File: src/rtl/pipeline_opcode_tracker_if.sv
// Per-stage opcode interface between instruction fetch, the opcode tracker
// (master/producer side) and the pipeline control decoder (slave side).
interface pipeline_opcode_tracker_if #(
  parameter int CNT_W = 16
);
  logic [15:0]      inst;
  logic             inst_valid;
  logic             br_taken;
  logic [4:0]       opcode_f;
  logic [4:0]       opcode_rr;
  logic [4:0]       opcode_ex;
  logic [4:0]       opcode_wb;
  logic [15:0]      inst_rr;
  logic [15:0]      inst_ex;
  logic [15:0]      inst_wb;
  logic             stall;
  logic             flush;
  logic [CNT_W-1:0] retired;
  logic [CNT_W-1:0] stall_cycles;

  modport master (
    input  inst, inst_valid, br_taken,
    output opcode_f, opcode_rr, opcode_ex, opcode_wb,
    output inst_rr, inst_ex, inst_wb,
    output stall, flush, retired, stall_cycles
  );

  modport slave (
    output inst, inst_valid, br_taken,
    input  opcode_f, opcode_rr, opcode_ex, opcode_wb,
    input  inst_rr, inst_ex, inst_wb,
    input  stall, flush, retired, stall_cycles
  );
endinterface

File: src/rtl/pipeline_opcode_tracker.sv
// Four-stage (F/RR/EX/WB) instruction word pipeline with bubble insertion on
// fetch gaps and RAW hazards, branch flush, and retire/stall counters.
module pipeline_opcode_tracker #(
  parameter logic [4:0] BUBBLE_OP = 5'b00111,
  parameter int         CNT_W     = 16
) (
  input  logic                      clk,
  input  logic                      reset,
  pipeline_opcode_tracker_if.master bus
);

  localparam logic [15:0] BUBBLE_WORD = {11'b0, BUBBLE_OP};

  logic [15:0]      f_q, rr_q, ex_q, wb_q;
  logic [CNT_W-1:0] retired_q, stall_cnt_q;
  logic             hazard;
  logic             flush_now;

  function automatic logic writes(input logic [4:0] op);
    if (op == BUBBLE_OP) return 1'b0;
    return (!op[3] && !(op[1] && op[0])) || (op[3:0] == 4'b1100);
  endfunction

  function automatic logic [2:0] dest(input logic [15:0] word);
    return word[3] ? 3'd7 : word[7:5];
  endfunction

  function automatic logic reads_rx(input logic [4:0] op);
    return (op[3:0] inside {4'b0001, 4'b0010, 4'b0011, 4'b0101, 4'b0110}) ||
           (op[3] && !op[4]);
  endfunction

  function automatic logic reads_ry(input logic [4:0] op);
    return !op[4] && !op[3] && (op != BUBBLE_OP);
  endfunction

  // No forwarding: any pending write in EX or WB to a source register stalls.
  function automatic logic pending_write(input logic [2:0] src,
                                         input logic [15:0] ex_word,
                                         input logic [15:0] wb_word);
    return (writes(ex_word[4:0]) && (dest(ex_word) == src)) ||
           (writes(wb_word[4:0]) && (dest(wb_word) == src));
  endfunction

  always_comb begin
    hazard = 1'b0;
    if (reads_rx(rr_q[4:0]) && pending_write(rr_q[7:5], ex_q, wb_q))
      hazard = 1'b1;
    if (reads_ry(rr_q[4:0]) && pending_write(rr_q[10:8], ex_q, wb_q))
      hazard = 1'b1;
  end

  assign flush_now = bus.br_taken & ex_q[3];

  always_ff @(posedge clk) begin
    if (reset) begin
      f_q         <= BUBBLE_WORD;
      rr_q        <= BUBBLE_WORD;
      ex_q        <= BUBBLE_WORD;
      wb_q        <= BUBBLE_WORD;
      retired_q   <= '0;
      stall_cnt_q <= '0;
    end else begin
      if (wb_q != BUBBLE_WORD)
        retired_q <= retired_q + CNT_W'(1);
      wb_q <= ex_q;
      // Flush takes precedence over a concurrent hazard stall.
      if (flush_now) begin
        f_q  <= BUBBLE_WORD;
        rr_q <= BUBBLE_WORD;
        ex_q <= BUBBLE_WORD;
      end else if (hazard) begin
        ex_q        <= BUBBLE_WORD;
        stall_cnt_q <= stall_cnt_q + CNT_W'(1);
      end else begin
        f_q  <= bus.inst_valid ? bus.inst : BUBBLE_WORD;
        rr_q <= f_q;
        ex_q <= rr_q;
      end
    end
  end

  assign bus.opcode_f     = f_q[4:0];
  assign bus.opcode_rr    = rr_q[4:0];
  assign bus.opcode_ex    = ex_q[4:0];
  assign bus.opcode_wb    = wb_q[4:0];
  assign bus.inst_rr      = rr_q;
  assign bus.inst_ex      = ex_q;
  assign bus.inst_wb      = wb_q;
  assign bus.stall        = hazard;
  assign bus.flush        = flush_now;
  assign bus.retired      = retired_q;
  assign bus.stall_cycles = stall_cnt_q;

endmodule

File: src/flat_wrapper.sv
// flat-port wrapper written by rule: the top's interface ports become plain ports
module pipeline_opcode_tracker_flat 
#(
  parameter logic [4:0] BUBBLE_OP = 5'b00111,
  parameter int         CNT_W     = 16
)
  (clk, reset, bus_inst, bus_inst_valid, bus_br_taken, bus_opcode_f, bus_opcode_rr, bus_opcode_ex, bus_opcode_wb, bus_inst_rr, bus_inst_ex, bus_inst_wb, bus_stall, bus_flush, bus_retired, bus_stall_cycles);
  pipeline_opcode_tracker_if #(.CNT_W(CNT_W)) bus_i ();
  input  logic clk;
  input  logic reset;
  input wire logic [$bits(bus_i.inst)-1:0] bus_inst;
  input wire logic [$bits(bus_i.inst_valid)-1:0] bus_inst_valid;
  input wire logic [$bits(bus_i.br_taken)-1:0] bus_br_taken;
  output wire logic [$bits(bus_i.opcode_f)-1:0] bus_opcode_f;
  output wire logic [$bits(bus_i.opcode_rr)-1:0] bus_opcode_rr;
  output wire logic [$bits(bus_i.opcode_ex)-1:0] bus_opcode_ex;
  output wire logic [$bits(bus_i.opcode_wb)-1:0] bus_opcode_wb;
  output wire logic [$bits(bus_i.inst_rr)-1:0] bus_inst_rr;
  output wire logic [$bits(bus_i.inst_ex)-1:0] bus_inst_ex;
  output wire logic [$bits(bus_i.inst_wb)-1:0] bus_inst_wb;
  output wire logic [$bits(bus_i.stall)-1:0] bus_stall;
  output wire logic [$bits(bus_i.flush)-1:0] bus_flush;
  output wire logic [$bits(bus_i.retired)-1:0] bus_retired;
  output wire logic [$bits(bus_i.stall_cycles)-1:0] bus_stall_cycles;
  assign bus_i.inst = bus_inst;
  assign bus_i.inst_valid = bus_inst_valid;
  assign bus_i.br_taken = bus_br_taken;
  assign bus_opcode_f = bus_i.opcode_f;
  assign bus_opcode_rr = bus_i.opcode_rr;
  assign bus_opcode_ex = bus_i.opcode_ex;
  assign bus_opcode_wb = bus_i.opcode_wb;
  assign bus_inst_rr = bus_i.inst_rr;
  assign bus_inst_ex = bus_i.inst_ex;
  assign bus_inst_wb = bus_i.inst_wb;
  assign bus_stall = bus_i.stall;
  assign bus_flush = bus_i.flush;
  assign bus_retired = bus_i.retired;
  assign bus_stall_cycles = bus_i.stall_cycles;
  pipeline_opcode_tracker #(.BUBBLE_OP(BUBBLE_OP), .CNT_W(CNT_W)) u_core (.clk(clk), .reset(reset), .bus(bus_i));
endmodule
File: config.mk
export PLATFORM = sky130hd
export DESIGN_NAME = pipeline_opcode_tracker_flat
export DESIGN_NICKNAME = d
export VERILOG_FILES = /design/src/rtl/pipeline_opcode_tracker_if.sv /design/src/rtl/pipeline_opcode_tracker.sv /design/src/flat_wrapper.sv
export SDC_FILE = /design/constraint.sdc
export NUM_CORES = 1
export LEC_CHECK = 0
export ABC_CLOCK_PERIOD_IN_PS = 3300
export BUFFER_PORTS_ARGS = -buffer_cell sky130_fd_sc_hd__buf_2
export CAP_MARGIN = 20
export CORE_MARGIN = 2
export CORE_UTILIZATION = 56
export DETAILED_ROUTE_END_ITERATION = 16
export PLACE_DENSITY = 0.84
export SYNTH_ARGS = -nofsm -noshare
export SYNTH_HDL_FRONTEND = slang
export SYNTH_SLANG_ARGS = --single-unit
File: constraint.sdc
create_clock -name clk -period 3.3 [get_ports clk]
set_input_delay 0.66 -clock clk [delete_from_list [all_inputs] [get_ports clk]]
set_output_delay 0.66 -clock clk [all_outputs]
set_load 0.005 [all_outputs]
# --- Yosys cells after proc, flatten, opt, wreduce, memory -nomap -nowiden ---
# Cells that the tools add are included.
classes:
  n_bitwise: 2
  eq_ne: 15
  n_reduce_logical: 28
  muxes: 11
  addsub: 2
ops:
  columns: ["operator", "n"]
  rows:
  - ["$add 16x1->16 const B", 2]
  - ["$mux 16", 1]
  - ["$ne 16x3->1 const B", 1]
  - ["$logic_and 1x1->1", 13]
  - ["$eq 3x3->1", 4]
  - ["$eq 5x3->1 const B", 2]
  - ["$eq 4x2->1 const B", 2]
  - ["$eq 4x3->1 const B", 2]
  - ["$eq 4x4->1 const B", 2]
  - ["$mux 1", 8]
  - ["$logic_not 1->1", 6]
  - ["$mux 3", 2]
  - ["$logic_or 1x1->1", 5]
  - ["$ne 5x3->1 const B", 1]
  - ["$reduce_bool 5->1", 1]
  - ["$eq 4x1->1 const B", 1]
  - ["$reduce_or 3->1", 1]
  - ["$reduce_and 2->1", 1]
  - ["$reduce_or 2->1", 1]
  - ["$and 1x1->1", 1]
  - ["$not 1->1", 1]
totals:
  elab_cells: 64
  input_bits: 20
  out_inout_bits: 102
  reg_bits: 96

# --- Longest topological paths before layout ---
depth:
  depth_word: 11
  depth_mapped: 10
  ltp_nobuf: 7

# --- Worst setup path after synthesis ---
# Ideal clock, no wire load.
synth_path:
  kind: "reg2out"
  startpoint: "register u_core.rr_q[6] (netlist: u_core.bus.inst_rr[6])"
  endpoint: "output bus_stall"
  required_time_ns: 2.640
  arrival_ns: 1.475
  n_path_buf: 1
  slack_ns: 1.165
  path_stages_with_launch: 8
  cell_sequence: "dfxtp_1 buf_2 and4bb_1 a21oi_1 o22a_1 o32ai_4 nor2_4 inv_2"
synth_between:
  elab_chain_cells: 6
  elab_cells_between_ends: 8
  classes_between: "eq/ne: 2; mux: 2; reduce/logical: 4"
synth_lines:
  columns: ["item", "line_no", "source"]
  rows:
  - ["start: declaration", "pipeline_opcode_tracker.sv:14", "logic [15:0] f_q, rr_q, ex_q, wb_q;"]
  - ["start signal: assignment", "pipeline_opcode_tracker.sv:77", "rr_q <= f_q;"]
  - ["$eq 3x3->1 (on tied branches)", "pipeline_opcode_tracker.sv:41, pipeline_opcode_tracker.sv:42", null]
  - ["$logic_and 1x1->1 (on tied branches)", "pipeline_opcode_tracker.sv:41, pipeline_opcode_tracker.sv:42", null]
  - ["$logic_or 1x1->1 (*)", "pipeline_opcode_tracker.sv:41", "return (writes(ex_word[4:0]) && (dest(ex_word) == src)) ||"]
  - ["$logic_and 1x1->1 (*)", "pipeline_opcode_tracker.sv:47", "if (reads_rx(rr_q[4:0]) && pending_write(rr_q[7:5], ex_q, wb_q))"]
  - ["$mux 1 (*)", "pipeline_opcode_tracker.sv:47", null]
  - ["$mux 1 (*)", "pipeline_opcode_tracker.sv:49", "if (reads_ry(rr_q[4:0]) && pending_write(rr_q[10:8], ex_q, wb_q))"]
  - ["end: declaration", "flat_wrapper.sv:21", "output wire logic [$bits(bus_i.stall)-1:0] bus_stall;"]
# Every way passes the cells marked *; elsewhere a longest branch is shown, timed or not.

# --- Final worst setup path ---
layout_path:
  startpoint: "register u_core.wb_q[3] (netlist: u_core.bus.inst_wb[3])"
  endpoint: "output bus_stall"
layout_between:
  elab_chain_cells: 9
  elab_cells_between_ends: 18
  classes_between: "eq/ne: 4; mux: 5; reduce/logical: 9"
layout_lines:
  columns: ["item", "line_no", "source"]
  rows:
  - ["start: declaration", "pipeline_opcode_tracker.sv:14", null]
  - ["start signal: assignment", "pipeline_opcode_tracker.sv:66", "wb_q <= ex_q;"]
  - ["parallel branches: the longest is 8 deep, another holds $eq 5x3->1", null, null]
  - ["$mux 1 (*)", "pipeline_opcode_tracker.sv:49", null]
# Mark *: on every way between the ends.

==> results.md <==
* Outcome: finished clean
* Initial Util at 58.4%
* Post-CTS setup buffers at 0
* Area delta synth->final at 15.9%
* Final Hold Viols at 0
* Total track usage at 23.7%
* Hold Buf Count CTS at 0
* Setup crit start kind: flop
* Register bit total from synthesis at 96
* Vias at 3775
* Async set-reset flop share out of synthesis at 0%
* Largest cells by area after synthesis: dfxtp_1 45%, a21oi_1 5.6%, nor2b_1 4.2%
* Row cnt at 31
* Crit path kind: flop to output pin
* Detailed-route DRC error count at 0
* Slew @ Worst Pin at roughly 1.0 ns
* IO Pins at 122
* Top FF cell, synth: dfxtp_1
* Maximum VDD drop at 0.207 mV
* Setup TNS at 0 ns
* Final number of setup-violating endpoints at 0
* Pre-antenna DRT Iters at 5
* ANT cells at 0
* Post-Route WL at 10.0 mm
* Met2 Use GR at 38.0%
* Critical path arrival at 2.23 ns
* Post-synthesis sequential area ratio at 44.9%
* Post-Synthesis Cells at 480
* Met3 Usage GRT at under 10%
* GP Congestion at around 0.8
* RSZ-0062 raised after global routing: false
* Die height at 91.4 µm
* FILL cells at slightly above 600
* Via density at 5.64
* Post-synth top area share at between 40 and 50%
* Peak Freq at about 350 MHz
* CTS tree: built
* Hold Path Class: flop to flop
* Clk sink count at 96
* Syn avg cell area at 8.91 µm²
* Grt peak-use layer: met2
* Leakage power at 2.19 nW
* Cell Chain, Critical Path: nor2_1 > and3_1 > o311a_1 > a31o_2 > nor2_4 > inv_2 > buf_2
* Worst Path Buf+Inv at 2
* Num CTS Buffers at 9
* Crit path time final at 2.89 ns
* Clk slew on worst S/H paths at 0.09 ns
* Maxcap violations at 0
* Port-buffer cells at 121
* DIE AREA at 0.00836 mm²
* Synthesized cell area at 0.00428 mm²
* Post-DP HPWL at 7.01 mm
* Crit Path Max Fanout at 14
* CP Data Required Time at 2.64 ns
* Largest net degree at the start of global routing at 57
* Final Max Slew Viols at 0
* Clock Tree Root: clkbuf_8
* Number of global-route vias before repair at 3322
* Setup WS post-layout at 0.409 ns
* First-pass GRT wire length at 16.1 mm
* Horiz. Die Dim at 91.4 µm
* Ys Warns at 0
* Dominant cell type by area after synthesis: dfxtp_1
* Setup Skew at 0.00876 ns
* CP peak stage delay at between 0.5 and 0.6 ns
* P per Cell Area at 451 mW/mm²
* Most frequent cells in the layout: 121 x buf_2, 96 x dfxtp_1, 48 x a21oi_1, 40 x nor2_1, 33 x o21ai_0
* Clk Latency, worst-skew pair at 0.36 ns
* Initial antenna violation count at 0
* Post_cts resized at 0
* Core footprint at about 0.0073 mm²
* Nets at between 500 and 600
* Most common cell after layout, fill and taps aside: buf_2
* Dpl ws at roughly 0.8 ns
* Met1 Use GR at 31.8%
* Final period utilization at 87.6%
* Bufs on Longest Clock Path at 2
* Overflow after GRT at 0
* Crit path max-delay family: compound AO/OA/AOI/OAI gates
* CP max stage cell: dfxtp_1
* Routed wire per std cell at 15.0 µm
* H-tree levels at 3
* Initial DRC Count at 212
* EDFF count, synth at 0
* Mapped Nets at 502
* Yosys cell types at 45
* CP endpoint kind: output pin
* Layout cells sized above 1 at 27.7%
* Final ANT Viol Nets at 0
* Slew HR at approximately a third
==> layout make-up <==
cell class                      instances  area [µm²]  area share (%)
Timing Repair Buffer                  127         651            13.1
Clock inverter                          6        93.8            1.89
Sequential cell                        96        1920            38.8
Inverter                                2        7.51           0.151
Tap cell                               99         124            2.50
Multi-Input combinational cell        329        2030            41.0
Clock buffer                           10         128            2.57
==> cell families (layout without fill, tap and decap cells) <==
group	Yosys count	after routing	share of synthesized area [%]
simple gates	190	190	24.4
compound gates	98	98	13.6
flops	96	96	44.9
buf+inv	55	145	7.57
xor+xnor	22	22	4.50
mux	17	17	4.42
fa+ha+maj	2	2	0.585
==> sequential cells by signal (all words and copies together), names as in the netlist <==
signal,count
u_core.f_q,16
u_core.bus.retired,16
u_core.bus.inst_rr,16
u_core.bus.inst_ex,16
u_core.bus.stall_cycles,16
u_core.bus.inst_wb,16
==> cells in the mapped netlist, types with 7 or more instances <==
library cell,number
a21oi_1,48
and3_1,24
buf_4,21
clkbuf_1,19
dfxtp_1,96
mux2_1,7
mux2_2,8
nand2_1,19
nand3_1,29
nand4_1,19
nor2_1,40
nor2b_1,29
o21ai_0,33
xnor2_1,11
xor2_1,11
==> routing by layer <==
layer	routed length, µm	up-vias
li1	-	1838
met1	4500	1770
met2	4730	151
met3	634	16
met4	172	0
met5	0	-
==> path summary, 6_finish.rpt <==
check | slack, ns | start | cells after the start | end
setup / recovery | 0.41 | u_core.bus.inst_wb[3] | 7 | bus_stall
hold reg to reg | 0.47 | u_core.bus.inst_ex[9] | 1 | u_core.bus.inst_wb[9]
hold / removal | 0.47 | u_core.bus.inst_ex[9] | 1 | u_core.bus.inst_wb[9]
setup reg to reg | 0.72 | u_core.bus.inst_rr[7] | 6 | u_core.f_q[5]
==> report_power, final <==
| group | switching [mW] | internal (mW) | total (mW) |
|---|---|---|---|
| Combinational | 0.104 | 0.0777 | 0.182 |
| Clock | 0.405 | 0.431 | 0.836 |
| Sequential | 0.0314 | 1.19 | 1.22 |
| Total | 0.541 | 1.70 | 2.24 |
==> worst register-to-register path, delay by kind of cell, from the launching register on <==
kind,cells,cell delay [ns]
buffers and inverters,1,0.41
and+or+nand+nor,1,0.14
DFF,1,0.55
AOI/OAI and AO/OA,3,1.25
xor gates and xnor gates,1,0.16
==> through the flow <==
| step | hold slack [ns] | total power, mW | instance area [µm²] | util [%] | std cells |
|---|---|---|---|---|---|
| after floorplan | 0.440 | 1.37 | 4280 | - | 480 |
| after global placement | 0.448 | 1.42 | 4740 | 64.6 | 653 |
| after detailed placement | 0.457 | 1.43 | 4740 | 64.6 | 653 |
| after CTS | 0.470 | 2.25 | 4960 | 67.6 | 669 |
| after global routing | 0.487 | 2.33 | 4960 | 67.6 | 669 |
| final | 0.471 | 2.24 | 4960 | 67.6 | 669 |
(Power assumes the default switching activity.)
